--- config.mk ---
export PLATFORM = sky130hd
export DESIGN_NAME = gaussian_stream_filter
export DESIGN_NICKNAME = d
export VERILOG_FILES = /design/src/rtl/gaussian_stream_filter.sv
export SDC_FILE = /design/constraint.sdc
export NUM_CORES = 2
export LEC_CHECK = 0
export BUFFER_PORTS_ARGS = -buffer_cell sky130_fd_sc_hd__buf_2
export CAP_MARGIN = 0
export CORE_MARGIN = 1
export CORE_UTILIZATION = 30
export CTS_CLUSTER_DIAMETER = 50
export CTS_CLUSTER_SIZE = 40
export DETAILED_ROUTE_END_ITERATION = 10
export SYNTH_ARGS = -nofsm -noshare
export SYNTH_HDL_FRONTEND = slang
export SYNTH_SLANG_ARGS = --single-unit
--- constraint.sdc ---
create_clock -name clk -period 107.5 [get_ports clk]
set_input_delay 10.75 -clock clk [delete_from_list [all_inputs] [get_ports clk]]
set_output_delay 10.75 -clock clk [all_outputs]
set_load 0.02 [all_outputs]
--- src/rtl/gaussian_stream_filter.sv ---
// gaussian_stream_filter
//   Streaming separable-binomial Gaussian filter. Accepts one raster-ordered
//   frame of IMG_W x IMG_H pixels (CHANNELS samples of BITS each, LSB-first)
//   and emits the valid-region filtered pixels with frame-buffer write
//   addresses. A bypass mode, latched at start, passes every pixel through.
//   Fixed 2-cycle latency from pixel acceptance to out_valid.
// Ports:
//   clk, rst (sync, active-low)
//   start, bypass          frame start request / mode captured at start
//   in_valid, in_ready     input handshake, in_pixel raster-order sample
//   out_valid, out_pixel, out_addr   one-cycle qualified output
//   busy, done             frame in progress / end-of-frame pulse
module gaussian_stream_filter #(
  parameter int unsigned BITS     = 8,
  parameter int unsigned CHANNELS = 1,
  parameter int unsigned IMG_W    = 31,
  parameter int unsigned IMG_H    = 31,
  parameter int unsigned KSIZE    = 7,
  parameter int unsigned ADDRLEN  = 21
) (
  input  logic                     clk,
  input  logic                     rst,
  input  logic                     start,
  input  logic                     bypass,
  input  logic                     in_valid,
  output logic                     in_ready,
  input  logic [CHANNELS*BITS-1:0] in_pixel,
  output logic                     out_valid,
  output logic [CHANNELS*BITS-1:0] out_pixel,
  output logic [ADDRLEN-1:0]       out_addr,
  output logic                     busy,
  output logic                     done
);

  localparam int unsigned PW    = CHANNELS * BITS;
  localparam int unsigned VW    = BITS + KSIZE - 1;
  localparam int unsigned SW    = BITS + 2 * (KSIZE - 1);
  localparam int unsigned SW1   = SW + 1;
  localparam int unsigned SHIFT = 2 * (KSIZE - 1);
  localparam int unsigned HALF  = 1 << (2 * KSIZE - 3);
  localparam int unsigned CW    = $clog2(IMG_W);
  localparam int unsigned RW    = $clog2(IMG_H);

  typedef enum logic [1:0] {S_IDLE, S_RUN, S_DRAIN, S_DONE} state_t;

  function automatic int unsigned binom(input int unsigned n, input int unsigned k);
    int unsigned r;
    r = 1;
    for (int unsigned i = 0; i < k; i++) r = r * (n - i) / (i + 1);
    return r;
  endfunction

  state_t              state;
  logic                mode;
  logic [CW-1:0]       col;
  logic [RW-1:0]       row;
  logic [ADDRLEN-1:0]  addr_cnt;
  logic                accept, emit, v0, v1;

  // lb is one shift chain of (KSIZE-1) rows; lb[r][IMG_W-1] is the pixel
  // r+1 rows above the incoming one, same column.
  logic [PW-1:0]       lb [KSIZE-1][IMG_W];
  // win[c][j]: column age c (0 = newest), row age j (0 = current row).
  logic [PW-1:0]       win [KSIZE][KSIZE];
  logic [PW-1:0]       column [KSIZE];
  logic [PW-1:0]       pix0, pix1, rounded;
  logic [ADDRLEN-1:0]  addr0, addr1;
  logic [CHANNELS*SW-1:0] sum_next, sum1;

  assign accept   = in_valid && (state == S_RUN);
  assign emit     = accept && (mode || (row >= RW'(KSIZE - 1) && col >= CW'(KSIZE - 1)));
  assign in_ready = (state == S_RUN);
  assign busy     = (state != S_IDLE);
  assign done     = (state == S_DONE);

  always_comb begin
    column[0] = in_pixel;
    for (int unsigned j = 1; j < KSIZE; j++) column[j] = lb[j-1][IMG_W-1];
  end

  // Vertical weighted sums per window column, then horizontal weighted sum.
  always_comb begin
    logic [VW-1:0] vs;
    logic [SW-1:0] hs;
    sum_next = '0;
    for (int unsigned ch = 0; ch < CHANNELS; ch++) begin
      hs = '0;
      for (int unsigned c = 0; c < KSIZE; c++) begin
        vs = '0;
        for (int unsigned j = 0; j < KSIZE; j++)
          vs += VW'(binom(KSIZE - 1, j)) * VW'(win[c][j][ch*BITS +: BITS]);
        hs += SW'(binom(KSIZE - 1, c)) * SW'(vs);
      end
      sum_next[ch*SW +: SW] = hs;
    end
  end

  // Round half up; one extra bit keeps the rounding add from wrapping.
  always_comb begin
    rounded = '0;
    for (int unsigned ch = 0; ch < CHANNELS; ch++)
      rounded[ch*BITS +: BITS] = BITS'((SW1'(sum1[ch*SW +: SW]) + SW1'(HALF)) >> SHIFT);
  end

  // Datapath storage: contents are don't-care after reset.
  always_ff @(posedge clk) begin
    if (accept) begin
      lb[0][0] <= in_pixel;
      for (int unsigned r = 1; r < KSIZE - 1; r++) lb[r][0] <= lb[r-1][IMG_W-1];
      for (int unsigned r = 0; r < KSIZE - 1; r++)
        for (int unsigned c = 1; c < IMG_W; c++) lb[r][c] <= lb[r][c-1];
      for (int unsigned j = 0; j < KSIZE; j++) win[0][j] <= column[j];
      for (int unsigned c = 1; c < KSIZE; c++)
        for (int unsigned j = 0; j < KSIZE; j++) win[c][j] <= win[c-1][j];
      pix0  <= in_pixel;
      addr0 <= addr_cnt;
    end
    if (v0) begin
      sum1  <= sum_next;
      pix1  <= pix0;
      addr1 <= addr0;
    end
  end

  // Control, counters and output registers. Outputs are emitted in address
  // order in both modes, so a running count of emitted pixels is the address.
  always_ff @(posedge clk) begin
    if (!rst) begin
      state     <= S_IDLE;
      mode      <= 1'b0;
      row       <= '0;
      col       <= '0;
      addr_cnt  <= '0;
      v0        <= 1'b0;
      v1        <= 1'b0;
      out_valid <= 1'b0;
      out_pixel <= '0;
      out_addr  <= '0;
    end else begin
      v0        <= emit;
      v1        <= v0;
      out_valid <= v1;
      if (emit) addr_cnt <= addr_cnt + 1'b1;
      if (v1) begin
        out_pixel <= mode ? pix1 : rounded;
        out_addr  <= addr1;
      end
      if (accept) begin
        if (col == CW'(IMG_W - 1)) begin
          col <= '0;
          row <= (row == RW'(IMG_H - 1)) ? '0 : row + 1'b1;
        end else begin
          col <= col + 1'b1;
        end
      end
      case (state)
        S_IDLE: if (start) begin
          state    <= S_RUN;
          mode     <= bypass;
          row      <= '0;
          col      <= '0;
          addr_cnt <= '0;
        end
        S_RUN: if (accept && row == RW'(IMG_H - 1) && col == CW'(IMG_W - 1)) state <= S_DRAIN;
        // Last emission is in stage 2 once both earlier stages are empty.
        S_DRAIN: if (!v0 && !v1) state <= S_DONE;
        S_DONE:  state <= S_IDLE;
        default: state <= S_IDLE;
      endcase
    end
  end

endmodule

==> impl_metrics.csv <==
group,metric,value,unit
synth,netlist_area,83700,sq um
clock_network,numCtsBuffers,140,
timing,grt_setup_unrepaired,"false",
global_routing,grt_max_degree,198,
die,floorplan.initialDensity,0.302,
clock_network,cts_root_buf,"clkbuf_16",
timing,worst_slew_pin_slew,1.06,ns
clock_network,clkSlewWorstSetupHoldPaths,0.09,ns
timing,finalHoldViolCount,0,
route,antenna_left,0,
clock_network,clock_latency,0.83,ns
die,dieArea,281000,sq um
timing,whs,0.400,ns
synth,yosys.area.top_type_share,0.575,
timing,setup_violations,0,
setup_path,path_class,"in -> reg",
global_routing,gr-total-overflow,0,
die,die_y,530,microns
timing,setup_tns,0,ns
placed_design,numPortBuffers,45,
die,core_area,277000,sq um
route,drc,0,
route,first_iter_violations,2613,
hold_path,min_path_type,"reg -> reg",
final_layout,fill_cells,26404,
clock_network,cts_setup_buffers,0,
clock_network,cts_sinks,1669,
run,cap_violations,0,
clock_network,cts_buffer_depth,3,
global_routing,grt_usage,0.113,
timing,slew-limit-headroom,0.291,
clock_network,ctsResizeCount,0,
synth,synthCells,5333,
synth,yosys_warnings,0,
hold_path,hold_start,"lb[0][42]",
timing,finClkSkew,0.0448,ns
setup_path,required,107.94,ns
route,wl,156,mm
route,num_vias,39153,
die,die_w,530,microns
setup_path,end_kind,"flop",
clock_network,cts_tree,"done",
synth,yosys-top-cells-area,"edfxtp_1, fa_1, ha_1, inv_1, xnor2_1",
placed_design,place_congestion,0.830,
global_routing,grt_pass1_vias,41076,
timing,period_needed,15.93,ns
final_layout,areaGrowthSynthToFinish,12.3,%
synth,synth_area_leader_cell,"edfxtp_1",
clock_network,htree_levels,4,
clock_network,cts_hold_buf,0,
setup_path,crit-reg2reg-launch,"lb[0][1472]",
global_routing,antenna_found_initial,5,
route,wl_per_cell,16.7,microns
setup_path,cp-start-kind,"input port",
outcome,status,"finished clean",
synth,syn_avg_cell_area,15.7,sq um
final_layout,nets,6871,
synth,synth_top_flop_cell,"edfxtp_1",
timing,timing.fmax,0.0628,GHz
synth,ys_seq_elements,1669,
synth,synth-edff-count,1603,
timing,finalCritPeriodShare,0.148,
final_layout,layout_commonest_cell,"edfxtp_1",
route,vias_per_cell,4.19,
route,first_pass_iters,5,
synth,ys_types,51,
synth,yosysSeqAreaShare,0.591,
setup_path,critPathArrivalTime,16.37,ns
timing,slew_viol_final,0,
setup_path,path_max_fanout,197,
die,row_count,193,
final_layout,drive_above_1_share,0.0594,
synth,syn-num-nets,6681,
final_layout,final_cell_mix,"edfxtp_1, inv_1, fa_1",
placed_design,hpwl,117,mm
die,io_pins,46,
setup_path,startpoint,"in_valid",
synth,synthArstFlopShare,0,
global_routing,grt_pass1_wl,241,mm
-- registers in the layout (all words and copies together), names as in the netlist, 2 cells and up --
signal,flops
lb,1385
win,152
addr0,21
addr1,21
addr_cnt,21
out_addr,21
sum1,9
out_pixel,8
pix1,8
pix0,7
col,5
row,5
state,2
-- critical path, cell delays in order --
cell and delay (ns):
buf_2 0.10, and2_4 0.55, buf_4 0.65, buf_4 0.73, buf_4 0.73, buf_12 0.74
buf_12 0.76, buf_4 0.90
-- final cells by class --
cell class	instances	area (sq um)	area share
diodes	1	2.50	0.0000266
clock buffers	147	3610	0.0385
clock inverters	111	1720	0.0182
inverters	1186	4450	0.0474
multi-input cells	2464	29700	0.316
flip-flops and latches	1669	49500	0.526
well taps	3705	4640	0.0493
repair buffers	62	390	0.00415
-- metal layers --
layer  track usage  vias to the layer above  share of wire
li1              -                    18196              -
met1         0.160                    20093           0.47
met2         0.179                      644           0.46
met3        0.0186                      220          0.043
met4        0.0335                        0          0.026
met5             0                        -              0
-- final timing paths --
kind | end | slack [ns] | cells after the start
worst min register to register | lb[0][34] | 0.40 | 0
worst max register to register | sum1[19] | 95.35 | 42
worst max-delay path | lb[0][1390] | 91.57 | 8
worst min-delay path | lb[0][34] | 0.40 | 0
-- cell usage after synthesis, types with 15 or more instances --
| cell type | instances |
|---|---|
| a21boi_0 | 15 |
| a21o_1 | 75 |
| a21oi_1 | 140 |
| dfxtp_1 | 66 |
| edfxtp_1 | 1603 |
| fa_1 | 769 |
| ha_1 | 566 |
| inv_1 | 1186 |
| mux2i_1 | 31 |
| nand2_1 | 67 |
| nand3_1 | 35 |
| nor2_1 | 173 |
| nor2b_1 | 68 |
| nor3_1 | 26 |
| o21a_1 | 18 |
| o21ai_0 | 49 |
| o21bai_1 | 55 |
| or2_2 | 15 |
| xnor2_1 | 187 |
| xor2_1 | 65 |
-- through the flow --
step	std cells	utilization	cell area [sq um]	worst slack, ns
finish	9345	0.339	94000	91.57
global route	9344	0.339	94000	91.18
CTS	9344	0.339	94000	91.62
detailed placement	9086	0.320	88700	90.69
global placement	9086	0.320	88700	90.83
floorplan	5333	-	83700	50.29
-- cells by family (layout without fill, tap and decap cells) --
family | after synthesis | count (layout) | share of synthesized area
AO/OA/AOI/OAI | 396 | 396 | 0.0305
XOR/XNOR | 253 | 253 | 0.0266
adder cells (fa/ha/maj) | 1335 | 1335 | 0.269
buffers and inverters | 1200 | 1506 | 0.0538
flip-flops | 1669 | 1669 | 0.591
multiplexers | 34 | 34 | 0.00411
other | 0 | 1 | 0
AND/OR/NAND/NOR | 446 | 446 | 0.0256
Power is not shown: default switching activity piles up to over one toggle a cycle in this logic, so the estimate is an artifact.
